### src/rtl/mips_pkg.sv
// Shared definitions for the multiply/divide unit: operation encodings,
// sequencer state type and iteration count.
package mips_pkg;

  localparam logic [1:0] MDU_MULTU = 2'b00;
  localparam logic [1:0] MDU_MULT  = 2'b01;
  localparam logic [1:0] MDU_DIVU  = 2'b10;
  localparam logic [1:0] MDU_DIV   = 2'b11;

  localparam int MDU_ITER = 32;

  typedef enum logic [1:0] {
    IDLE = 2'd0,
    RUN  = 2'd1,
    SIGN = 2'd2
  } mdu_state_e;

endpackage

### src/rtl/mul_div_unit.sv
// Iterative 32-bit multiply/divide unit with HI/LO result registers.
// Operates on magnitudes for 32 steps, then fixes up signs in a final cycle.
module mul_div_unit
  import mips_pkg::*;
#(
  parameter int WIDTH = 32
) (
  input  logic             clk,
  input  logic             reset,
  input  logic             start,
  input  logic [1:0]       op,
  input  logic [WIDTH-1:0] A,
  input  logic [WIDTH-1:0] B,
  input  logic             we_hi,
  input  logic             we_lo,
  input  logic [WIDTH-1:0] wdata,
  output logic             busy,
  output logic             done,
  output logic             div_by_zero,
  output logic [WIDTH-1:0] hi,
  output logic [WIDTH-1:0] lo
);

  mdu_state_e state_q, state_d;

  logic [2*WIDTH-1:0] acc_q, acc_d;
  logic [WIDTH-1:0]   opnd_q, opnd_d;
  logic [4:0]         cnt_q, cnt_d;
  logic               div_q, div_d;
  logic               negq_q, negq_d;   // product / quotient must be negated
  logic               negr_q, negr_d;   // remainder takes the dividend's sign
  logic               dbz_q, dbz_d;
  logic [WIDTH-1:0]   hi_q, hi_d, lo_q, lo_d;
  logic               done_q, done_d, dbzo_q, dbzo_d;

  logic               signed_op;
  logic [WIDTH-1:0]   a_mag, b_mag;
  logic [WIDTH:0]     sum, trial;
  logic [2*WIDTH-1:0] res;

  always_ff @(posedge clk or posedge reset) begin
    if (reset) state_q <= IDLE;
    else       state_q <= state_d;
  end

  always_comb begin
    state_d = state_q;
    case (state_q)
      IDLE:    if (start) state_d = RUN;
      RUN:     if (cnt_q == 5'd0) state_d = SIGN;
      SIGN:    state_d = IDLE;
      default: state_d = IDLE;
    endcase
  end

  always_comb begin
    busy        = (state_q != IDLE);
    done        = done_q;
    div_by_zero = dbzo_q;
    hi          = hi_q;
    lo          = lo_q;
  end

  always_comb begin
    acc_d     = acc_q;
    opnd_d    = opnd_q;
    cnt_d     = cnt_q;
    div_d     = div_q;
    negq_d    = negq_q;
    negr_d    = negr_q;
    dbz_d     = dbz_q;
    hi_d      = hi_q;
    lo_d      = lo_q;
    done_d    = 1'b0;
    dbzo_d    = 1'b0;
    signed_op = 1'b0;
    a_mag     = '0;
    b_mag     = '0;
    sum       = '0;
    trial     = '0;
    res       = '0;
    case (state_q)
      IDLE: begin
        if (we_hi) hi_d = wdata;
        if (we_lo) lo_d = wdata;
        if (start) begin
          signed_op = (op == MDU_MULT) || (op == MDU_DIV);
          a_mag     = (signed_op && A[WIDTH-1]) ? -A : A;
          b_mag     = (signed_op && B[WIDTH-1]) ? -B : B;
          div_d     = op[1];
          negq_d    = signed_op && (A[WIDTH-1] ^ B[WIDTH-1]);
          negr_d    = signed_op && A[WIDTH-1];
          dbz_d     = op[1] && (B == '0);
          cnt_d     = 5'(MDU_ITER - 1);
          // Divide shifts the dividend up through acc; multiply shifts the multiplier down.
          if (op[1]) begin
            acc_d  = {{WIDTH{1'b0}}, a_mag};
            opnd_d = b_mag;
          end else begin
            acc_d  = {{WIDTH{1'b0}}, b_mag};
            opnd_d = a_mag;
          end
        end
      end
      RUN: begin
        cnt_d = cnt_q - 5'd1;
        if (div_q) begin
          trial = acc_q[2*WIDTH-1:WIDTH-1] - {1'b0, opnd_q};
          if (!trial[WIDTH]) acc_d = {trial[WIDTH-1:0], acc_q[WIDTH-2:0], 1'b1};
          else               acc_d = {acc_q[2*WIDTH-2:0], 1'b0};
        end else begin
          sum   = {1'b0, acc_q[2*WIDTH-1:WIDTH]} + (acc_q[0] ? {1'b0, opnd_q} : '0);
          acc_d = {sum, acc_q[WIDTH-1:1]};
        end
      end
      SIGN: begin
        if (div_q) begin
          lo_d = dbz_q ? '1 : (negq_q ? -acc_q[WIDTH-1:0] : acc_q[WIDTH-1:0]);
          hi_d = negr_q ? -acc_q[2*WIDTH-1:WIDTH] : acc_q[2*WIDTH-1:WIDTH];
        end else begin
          res  = negq_q ? -acc_q : acc_q;
          hi_d = res[2*WIDTH-1:WIDTH];
          lo_d = res[WIDTH-1:0];
        end
        done_d = 1'b1;
        dbzo_d = dbz_q;
      end
      default: ;
    endcase
  end

  always_ff @(posedge clk or posedge reset) begin
    if (reset) begin
      acc_q  <= '0;
      opnd_q <= '0;
      cnt_q  <= '0;
      div_q  <= 1'b0;
      negq_q <= 1'b0;
      negr_q <= 1'b0;
      dbz_q  <= 1'b0;
      hi_q   <= '0;
      lo_q   <= '0;
      done_q <= 1'b0;
      dbzo_q <= 1'b0;
    end else begin
      acc_q  <= acc_d;
      opnd_q <= opnd_d;
      cnt_q  <= cnt_d;
      div_q  <= div_d;
      negq_q <= negq_d;
      negr_q <= negr_d;
      dbz_q  <= dbz_d;
      hi_q   <= hi_d;
      lo_q   <= lo_d;
      done_q <= done_d;
      dbzo_q <= dbzo_d;
    end
  end

endmodule

### config.mk
export PLATFORM = sky130hd
export DESIGN_NAME = mul_div_unit
export DESIGN_NICKNAME = d
export VERILOG_FILES = /design/src/rtl/mips_pkg.sv /design/src/rtl/mul_div_unit.sv
export SDC_FILE = /design/constraint.sdc
export NUM_CORES = 1
export LEC_CHECK = 0
export CAP_MARGIN = 20
export CORE_MARGIN = 3
export CORE_UTILIZATION = 45
export CTS_BUF_LIST = sky130_fd_sc_hd__clkbuf_8
export DETAILED_ROUTE_END_ITERATION = 7
export GPL_TIMING_DRIVEN = 0
export HOLD_SLACK_MARGIN = 0.12
export PLACE_DENSITY_LB_ADDON = 0.2
export SYNTH_ARGS = -nofsm -noshare
export SYNTH_HDL_FRONTEND = slang
export SYNTH_SLANG_ARGS = --single-unit
export TNS_END_PERCENT = 50
### constraint.sdc
create_clock -name clk -period 12.25 [get_ports clk]
set_input_delay 1.225 -clock clk [delete_from_list [all_inputs] [get_ports clk]]
set_output_delay 1.225 -clock clk [all_outputs]
set_load 0.02 [all_outputs]
==> summary.txt, run 1 <==
Global route
  • Gr ovfl total: 0
  • First-pass GRT wire length: between 80,000 and 90,000 µm
  • Largest net degree at the start of global routing: 107
  • Initial antenna violation count: 1
  • Overall routing resource usage: 0.301
  • Vias in the first global route: about 14,000

Routing
  • First-pass detailed-route iteration total: 6
  • Vias per Instance: just over 6
  • Routed WL per cell: around 22 µm
  • Final WL: around 54,000 µm
  • # DRC: 0
  • Vias: about 15,000
  • Routed Antenna Nets: 0
  • Drt initial violations: around 1,300

STA
  • Period utilization: 0.379
  • RSZ-0062 raised after global routing: no
  • Measured slew at the worst slew-check pin: roughly 0.9 ns
  • FMAX: between 200 and 250 MHz
  • Setup TNS: 0 ns
  • Slew headroom: 0.398
  • Crit path time final: roughly 4.6 ns
  • Slew Viols, Final: 0
  • Hold Vio Cnt, Final: 0
  • Setup Viol. Count Final: 0
  • Clk_skew: between 0.02 and 0.025 ns

CTS
  • Clk sink count: 173
  • Total CTS buffers: 17
  • Setup repair bufs after CTS: 0
  • CTS tree: built
  • Worst-skew pair later-pin latency: 0.50 ns
  • CTS max path bufs: 2
  • CTS H-Tree Depth: 4
  • Clock root buffer: clkbuf_8
  • Clk slew on worst S/H paths: approximately 0.11 ns
  • Post-CTS sizing: 0
  • Post-cts hold buffer count: 0

Cells and area
  • Multi-input gate area: approximately 0.0097 mm²
  • Layout area overhead: 18.3%
  • FF/Latch Area: ~0.0043 mm²
  • Layout cells sized above 1: 0.0391
  • Most frequent cells in the layout: o21ai_0 (207), dfrtp_1 (173), nand2_1 (171)
  • Final #Nets: about 2,200
  • Final Core Density: 0.546
  • Ant diodes: 0
  • Most common cell after layout, fill and taps aside: o21ai_0
  • Fillers: 2,991

Setup path
  • CP Depth: 13
  • Critical path peak fanout: 10
  • Crit path cell chain: inv_1 -> ha_1 -> fa_1 -> nor2b_1 -> o2111ai_1 -> nand3_1 -> a31oi_1 -> nor4_1 -> nor3_1 -> nor2_1 -> buf_1 -> mux2i_1 -> o21ai_0
  • Worst-case reg-to-reg path depth: 13
  • CP Class: reg2reg
  • Crit path required time: 12.62 ns
  • Worst setup SP type: flip-flop
  • CP max-delay cell: nor4_1
  • Setup crit end: acc_q[50]
  • Crit-path max cell delay: ~0.70 ns
  • R2r endpoint: acc_q[50]
  • FF-to-FF Start: acc_q[31]
  • CP startpoint: acc_q[31]
  • Worst R2R Setup Slack: around 7.6 ns
  • CP arrival: around 5 ns
  • Critical path's top delay family: simple AND/OR/NAND/NOR gates
  • Crit path capture type: flip-flop
  • Buffers & Inverters on Critical Path: 2

Floorplan
  • Core footprint: between 0.03 and 0.04 mm²
  • Num ports: between 150 and 200
  • Starting Density: 0.462
  • Vert. Die Dim: 187 µm
  • DIE WIDTH: ~190 µm
  • Die ar.: roughly 0.035 mm²
  • Num rows: between 60 and 70

Power
  • Power density cells: a little over 300 mW/mm²
  • Power Internal: approximately 2600 µW
  • Seq pwr share: 0.223
  • Switch share: 0.521
  • Clock power share: 0.085
  • Leakage: 0.00722 µW
  • Combinational power share: 0.692
  • VDD IR max: 0.151 mV
  • Psw: 2820 µW

Place
  • Port bufs: roughly 170
  • GPL Wtd Cong: around 0.97
  • DP HPWL: approximately 44,000 µm

Synth
  • Synth Area per Inst: between 7 and 8 µm²
  • Post-Syn Nets: about 2,000
  • Synth async-reset ratio: 1.00
  • Syn Std Cell Area: between 0.01 and 0.015 mm²
  • Post-synth EDFFs: 0
  • Distinct cells, synth: between 70 and 80
  • Dominant synthesized flop cell: dfrtp_1
  • Sequential area share after synthesis: 0.293
  • Cell count after synthesis: 1,845
  • Flops & latches, synth: ~170
  • Ys Warns: 0

Worst hold path
  • Hold Crit Class: reg2reg

Run status
  • Outcome: completed

Flow run
  • Max Cap Viol: 0
-- cells by family after synthesis --
group,Yosys count,share of synthesized area
xor+xnor,164,0.0973
mux,76,0.0526
simple gates,544,0.179
flops,173,0.293
buf+inv,184,0.0488
fa+ha+maj,72,0.0621
compound gates,632,0.267
-- cell type report --
type	count	share of cell area
multi-input cells	1488	0.556
flip-flops and latches	173	0.248
repair buffers	171	0.0985
well taps	435	0.0312
plain buffers	119	0.0273
inverters	65	0.0144
clock buffers	18	0.0142
clock inverters	13	0.0102
-- synthesized netlist by cell type (all sizes together) (32+ instances only) --
library cell | n | area share
nor3 | 32 | 0.011
o22ai | 35 | 0.015
ha | 70 | 0.059
a31oi | 32 | 0.014
inv | 65 | 0.017
xor2 | 62 | 0.037
clkbuf | 98 | 0.025
nor2 | 141 | 0.036
dfrtp | 173 | 0.29
nand3 | 42 | 0.015
o21ai | 211 | 0.072
a21oi | 139 | 0.047
xnor2 | 102 | 0.061
nand2 | 171 | 0.043
mux2i | 64 | 0.043
-- power by group through the flow --
stage | clock (µW) | combinational, µW | sequential (µW)
2_1_floorplan | 0 | 2510 | 1200
3_3_place_gp | 0 | 3610 | 1190
3_5_place_dp | 0 | 3670 | 1200
4_1_cts | 459 | 3680 | 1190
5_1_grt | 482 | 4100 | 1240
6_report | 458 | 3740 | 1210
-- per-stage QoR --
stage                     setup WS, ns  instance area, µm²  total power [µW]  hold slack, ns  std cells
after detailed placement          7.26               17000              4870           0.471       2449
after global routing              7.34               17500              5820           0.512       2482
after CTS                         7.71               17400              5330           0.492       2480
final                             7.61               17500              5410           0.491       2482
after global placement            3.86               17000              4810           0.466       2448
after floorplan                   6.34               14800              3710           0.450       1845
-- worst register-to-register path, cell delays in order (launching register included) --
cell and delay, ns:
dfrtp_1 0.50, inv_1 0.12, ha_1 0.24, fa_1 0.39, nor2b_1 0.22, o2111ai_1 0.23, nand3_1 0.17, a31oi_1 0.23
nor4_1 0.70, nor3_1 0.29, nor2_1 0.19, buf_1 0.70, mux2i_1 0.39, o21ai_0 0.13
-- registers in the layout (all words and copies together), names as in the netlist --
name         cells
lo              32
div_by_zero      1
acc_q           64
cnt_q            5
dbz_q            1
opnd_q          32
done             1
negq_q           1
div_q            1
negr_q           1
hi              32
state_q          2
-- metal layers --
layer	track usage	vias up	share of wire
met2	0.465	742	0.43
met1	0.422	7348	0.44
met4	0.130	2	0.046
met5	0	-	0.00013
li1	-	7167	-
met3	0.0431	105	0.077
-- worst min-delay path by stage --
stage	startpoint	end	slack, ns	depth (start not counted)
2_1_floorplan	opnd_q[11]	opnd_q[11]	0.45	2
3_3_place_gp	lo[13]	lo[13]	0.47	2
3_5_place_dp	lo[29]	lo[29]	0.47	2
4_1_cts	lo[29]	lo[29]	0.49	2
5_1_grt	opnd_q[4]	opnd_q[4]	0.51	2
6_report	opnd_q[2]	opnd_q[2]	0.49	2
Power figures use the tool's default switching activity.
==> run 2: changes to the inputs <==
Clock period 12.25 ns to 4.2 ns, I/O delays scaled along.
==> summary.txt, run 2 (synthesized netlist as in run 1, its figures left out) <==
Setup path
  • Buffers & Inverters on Critical Path: 3
  • CP arrival: approximately 4.5 ns
  • Worst-case reg-to-reg path depth: 14
  • Critical path peak fanout: 10
  • R2r endpoint: acc_q[42]
  • CP Class: reg2reg
  • Worst R2R Setup Slack: 0.14 ns
  • Crit path cell chain: inv_1 -> ha_1 -> fa_1 -> nor2b_1 -> o2111ai_1 -> nand3_1 -> a31oi_1 -> nor4_4 -> o21a_1 -> nor2_1 -> clkbuf_4 -> buf_4 -> mux2i_1 -> o21ai_0
  • Crit path required time: 4.59 ns
  • CP max-delay cell: dfrtp_1
  • FF-to-FF Start: acc_q[31]
  • Crit path capture type: flip-flop
  • Worst setup SP type: flip-flop
  • Crit-path max cell delay: 0.50 ns
  • Critical path's top delay family: compound AO/OA/AOI/OAI gates

Cells and area
  • Multi-input gate area: around 0.0097 mm²
  • Most frequent cells in the layout: o21ai_0 (207), dfrtp_1 (173), nand2_1 (171)
  • Most flops, register: acc_q
  • Most common cell after layout, fill and taps aside: o21ai_0
  • Layout area overhead: 18.8%
  • Layout cells sized above 1: 0.0439
  • Final instance area: 0.0175 mm²
  • Ant diodes: 0
  • Fillers: a little over 3,000
  • FF/Latch Area: 0.00433 mm²
  • Final #Nets: 2,214
  • Max reg flops: 64
  • Final Core Density: 0.549

Routing
  • First-pass detailed-route iteration total: 5
  • Routed Antenna Nets: 0
  • # DRC: 0
  • Final WL: 54,300 µm
  • Drt initial violations: around 1,300
  • Vias per Instance: 6.20
  • Routed WL per cell: between 20 and 25 µm
  • Vias: roughly 15,000

Floorplan
  • Core footprint: 0.0320 mm²
  • Num ports: 170
  • DIE WIDTH: ~190 µm
  • Starting Density: 0.462
  • Vert. Die Dim: ~190 µm
  • Num rows: 65
  • Die ar.: approximately 0.035 mm²

Place
  • DP HPWL: between 40,000 and 50,000 µm
  • Port bufs: approximately 170
  • Placed cell area: about 0.017 mm²
  • GPL Wtd Cong: ~0.96

STA
  • Hold Vio Cnt, Final: 0
  • RSZ-0062 raised after global routing: no
  • Setup Viol. Count Final: 0
  • Crit path time final: about 4 ns
  • Measured slew at the worst slew-check pin: 0.895 ns
  • Slew Viols, Final: 0
  • Clk_skew: between 0.02 and 0.03 ns
  • Setup TNS: 0 ns
  • FMAX: between 200 and 250 MHz
  • Slew headroom: 0.401
  • Period utilization: 0.967

CTS
  • CTS H-Tree Depth: 4
  • Clock root buffer: clkbuf_8
  • Clk sink count: around 170
  • Setup repair bufs after CTS: 0
  • Worst-skew pair later-pin latency: around 0.50 ns
  • Clk slew on worst S/H paths: around 0.11 ns
  • Total CTS buffers: 17
  • CTS max path bufs: 2
  • CTS tree: built

Power
  • VDD IR max: 0.363 mV
  • Power density cells: roughly 900 mW/mm²
  • Leakage: 0.00727 µW

Global route
  • Largest net degree at the start of global routing: between 40 and 50
  • Initial antenna violation count: 0
  • Vias in the first global route: ~15,000
  • First-pass GRT wire length: between 80,000 and 90,000 µm
  • Gr ovfl total: 0
  • Overall routing resource usage: 0.303

Worst hold path
  • Hold Crit Class: in2async

Flow run
  • Max Cap Viol: 0

Run status
  • Outcome: completed
==> run 2: worst max-delay path by stage <==
stage	startpoint	endpoint	depth (start not counted)
2_1_floorplan	acc_q[41]	acc_q[61]	10
3_5_place_dp	acc_q[31]	acc_q[42]	14
3_3_place_gp	acc_q[41]	acc_q[61]	10
5_1_grt	acc_q[31]	acc_q[43]	14
6_report	acc_q[31]	acc_q[42]	14
4_1_cts	acc_q[31]	acc_q[50]	13
==> run 2: cell type report <==
class	instances	area share
Timing Repair Buffer	175	0.103
Sequential cell	173	0.247
Buffer	119	0.0277
Clock inverter	15	0.00949
Clock buffer	17	0.0133
Inverter	65	0.0141
Multi-Input combinational cell	1488	0.555
Tap cell	435	0.0310
==> run 2: what timing repair did <==
| item | in CTS | in global routing |
|---|---|---|
| endpoints found under the setup margin | 20 | 22 |
| hold buffers | 0 | 0 |
| resized for setup | 2 | 9 |
==> run 2: through the flow <==
stage          hold slack, ns  instances  total power [µW]  worst slack [ns]
5_1_grt                 0.406       2487             17000           0.00655
4_1_cts                 0.358       2486             15500            0.0537
3_5_place_dp            0.471       2454             14200            -0.201
6_report                0.370       2487             15700             0.138
2_1_floorplan           0.450       1845             10800             0.885
3_3_place_gp            0.463       2448             14000            -0.209
==> run 2: routing by layer <==
layer	routed length (µm)	up-vias	track usage
li1	-	7154	-
met1	23800	7429	0.425
met2	23700	743	0.463
met3	4340	99	0.0506
met4	2390	0	0.131
met5	0	-	0
==> run 2: where the power goes <==
| part | switching, µW | total (µW) | leakage (µW) | internal [µW] |
|---|---|---|---|---|
| clock network | 781 | 1240 | 0.000204 | 456 |
| logic | 6490 | 11000 | 0.00496 | 4480 |
| registers | 1020 | 3520 | 0.00211 | 2500 |
==> run 2: worst reg2reg max path, cell delays in order (launching register included) <==
cell	delay, ns
dfrtp_1	0.50
inv_1	0.12
ha_1	0.25
fa_1	0.40
nor2b_1	0.23
o2111ai_1	0.22
nand3_1	0.17
a31oi_1	0.28
nor4_4	0.46
o21a_1	0.34
nor2_1	0.10
clkbuf_4	0.26
buf_4	0.25
mux2i_1	0.15
o21ai_0	0.24
==> run 3: changes to the inputs <==
Settings changed: DONT_BUFFER_PORTS set to 1, GPL_ROUTABILITY_DRIVEN set to 0.
==> summary.txt, run 3 (synthesized netlist as in run 1, its figures left out) <==
Place
  • Placed Instances: approximately 2,300
  • Port bufs: 0
  • DP HPWL: 42,200 µm
  • Placed cell area: between 0.015 and 0.02 mm²

Setup path
  • CP startpoint: acc_q[31]
  • Worst setup SP type: flip-flop
  • Critical path peak fanout: 10
  • Worst R2R Setup Slack: roughly 0.28 ns
  • Critical path's top delay family: simple AND/OR/NAND/NOR gates
  • CP arrival: ~4.3 ns
  • R2r endpoint: acc_q[42]
  • CP Class: reg2reg
  • Crit-path max cell delay: approximately 0.50 ns
  • CP max-delay cell: dfrtp_1
  • Crit path capture type: flip-flop
  • Crit path cell chain: inv_1 -> ha_1 -> fa_1 -> nor2b_1 -> o2111ai_1 -> nand3_1 -> a31oi_1 -> nor4_4 -> nor3_2 -> nor2_1 -> buf_2 -> clkbuf_4 -> mux2i_1 -> o21ai_0
  • Setup crit end: acc_q[42]
  • Crit path required time: around 4.6 ns
  • Worst-case reg-to-reg path depth: 14
  • CP Depth: 14
  • FF-to-FF Start: acc_q[31]
  • Buffers & Inverters on Critical Path: 3

Power
  • Total design power: about 15,000 µW
  • Combinational power share: 0.656
  • Psw: around 8200 µW
  • Power Internal: between 6000 and 7000 µW
  • Leakage: about 0.0066 µW
  • Clock power share: 0.083
  • Power density cells: between 900 and 1000 mW/mm²
  • VDD IR max: roughly 0.4 mV
  • Seq pwr share: 0.261
  • Switch share: 0.545

STA
  • Slew Viols, Final: 0
  • Clk_skew: 0.0250 ns
  • Measured slew at the worst slew-check pin: approximately 0.93 ns
  • Period utilization: 0.933
  • Slew headroom: 0.376
  • RSZ-0062 raised after global routing: no
  • Hold Vio Cnt, Final: 0
  • FMAX: 255 MHz
  • Crit path time final: 3.92 ns
  • Setup Viol. Count Final: 0
  • Final hold slack: 0.141 ns

CTS
  • Worst-skew pair later-pin latency: just under 0.5 ns
  • Clk sink count: between 150 and 200
  • Clk slew on worst S/H paths: 0.13 ns
  • CTS H-Tree Depth: 4
  • CTS tree: built
  • Total CTS buffers: 17
  • Setup repair bufs after CTS: 0
  • Clock root buffer: clkbuf_8
  • CTS max path bufs: 2

Floorplan
  • DIE WIDTH: about 190 µm
  • Starting Density: 0.462
  • Num ports: 170
  • Die ar.: 0.0350 mm²
  • Num rows: between 60 and 70
  • Core footprint: between 0.03 and 0.04 mm²
  • Vert. Die Dim: around 190 µm

Cells and area
  • Most flops, register: acc_q
  • Layout cells sized above 1: 0.0470
  • Most frequent cells in the layout: o21ai_0 (207), dfrtp_1 (173), nand2_1 (171)
  • Max reg flops: 64
  • Layout area overhead: 8.02%
  • Final Core Density: 0.499
  • Final #Nets: between 2,000 and 2,500
  • Most common cell after layout, fill and taps aside: o21ai_0
  • Post-Layout Cell Count: approximately 2,300
  • Final instance area: ~0.016 mm²

Routing
  • Drt initial violations: between 1,000 and 1,500
  • # DRC: 0
  • First-pass detailed-route iteration total: 5
  • Vias: around 15,000
  • Routed WL per cell: between 20 and 25 µm
  • Final WL: 52,900 µm
  • Routed Antenna Nets: 0
  • Vias per Instance: between 6 and 7

Global route
  • Initial antenna violation count: 1
  • Gr ovfl total: 0
  • Vias in the first global route: approximately 14,000
  • Overall routing resource usage: 0.294
  • First-pass GRT wire length: 81,400 µm
  • Largest net degree at the start of global routing: 44

Worst hold path
  • Hold Crit Class: in2reg
  • Hold path startpoint: wdata[2]

Flow run
  • Max Cap Viol: 0

Run status
  • Outcome: completed
==> run 3: cell types whose count changed in the layout (fill, tap and decap cells not counted), moves of 2 or more <==
cell,delta
clkdlybuf4s50_1,-168
dlygate4sd3_1,+11
inv_6,-4
clkinvlp_4,+2
diode_2,+2
==> run 3: area by class of cell <==
type                       count  area, µm²
clock buffer                  17        234
fill                        3138      16000
antenna                        2       5.00
sequential                   173       4330
multi-input combinational   1488       9730
buffer                       119        483
timing repair buffer          16        195
tap                          435        544
inverter                      65        248
clock inverter                15        168
==> run 3: worst min-delay path by stage <==
stage                 endpoint  slack, ns  cells past startpoint
floorplan           opnd_q[11]       0.45                      2
global placement     opnd_q[6]       0.47                      2
detailed placement      lo[10]       0.35                      1
CTS                      hi[2]       0.13                      2
global route            lo[14]       0.12                      2
finish                   hi[2]       0.14                      2
==> run 3: worst register-to-register path, stage by stage, from the launching register on <==
cell,delay [ns]
dfrtp_1,0.50
inv_1,0.12
ha_1,0.25
fa_1,0.38
nor2b_1,0.22
o2111ai_1,0.20
nand3_1,0.16
a31oi_1,0.26
nor4_4,0.40
nor3_2,0.15
nor2_1,0.15
buf_2,0.33
clkbuf_4,0.36
mux2i_1,0.23
o21ai_0,0.09
==> run 3: timing repair <==
| action | in CTS | in global routing |
|---|---|---|
| pin swaps | 0 | 1 |
| endpoints found under the setup margin | 19 | 31 |
| gates resized for setup | 2 | 11 |
| hold endpoints to repair | 29 | 0 |
| hold buffers | 11 | 0 |
| gates cloned | 0 | 0 |
==> run 3: layer usage <==
layer,GRT usage,share of wire
met5,0,0
met4,0.105,0.036
met3,0.0735,0.11
met2,0.443,0.42
met1,0.410,0.43
==> run 3: stage by stage <==
step           setup slack [ns]  TNS [ns]
5_1_grt                  0.0613         0
3_3_place_gp             -0.118    -0.464
6_report                  0.280         0
4_1_cts                  0.0761         0
2_1_floorplan             0.885         0
3_5_place_dp             -0.106     -1.19
==> run 3: power groups by stage <==
stage | combinational [µW] | clock, µW | sequential (µW)
after global placement | 9410 | 0 | 3900
final | 9860 | 1250 | 3930
after CTS | 9640 | 1250 | 3890
after detailed placement | 9580 | 0 | 3930
after global routing | 10900 | 1330 | 4030
after floorplan | 7320 | 0 | 3500
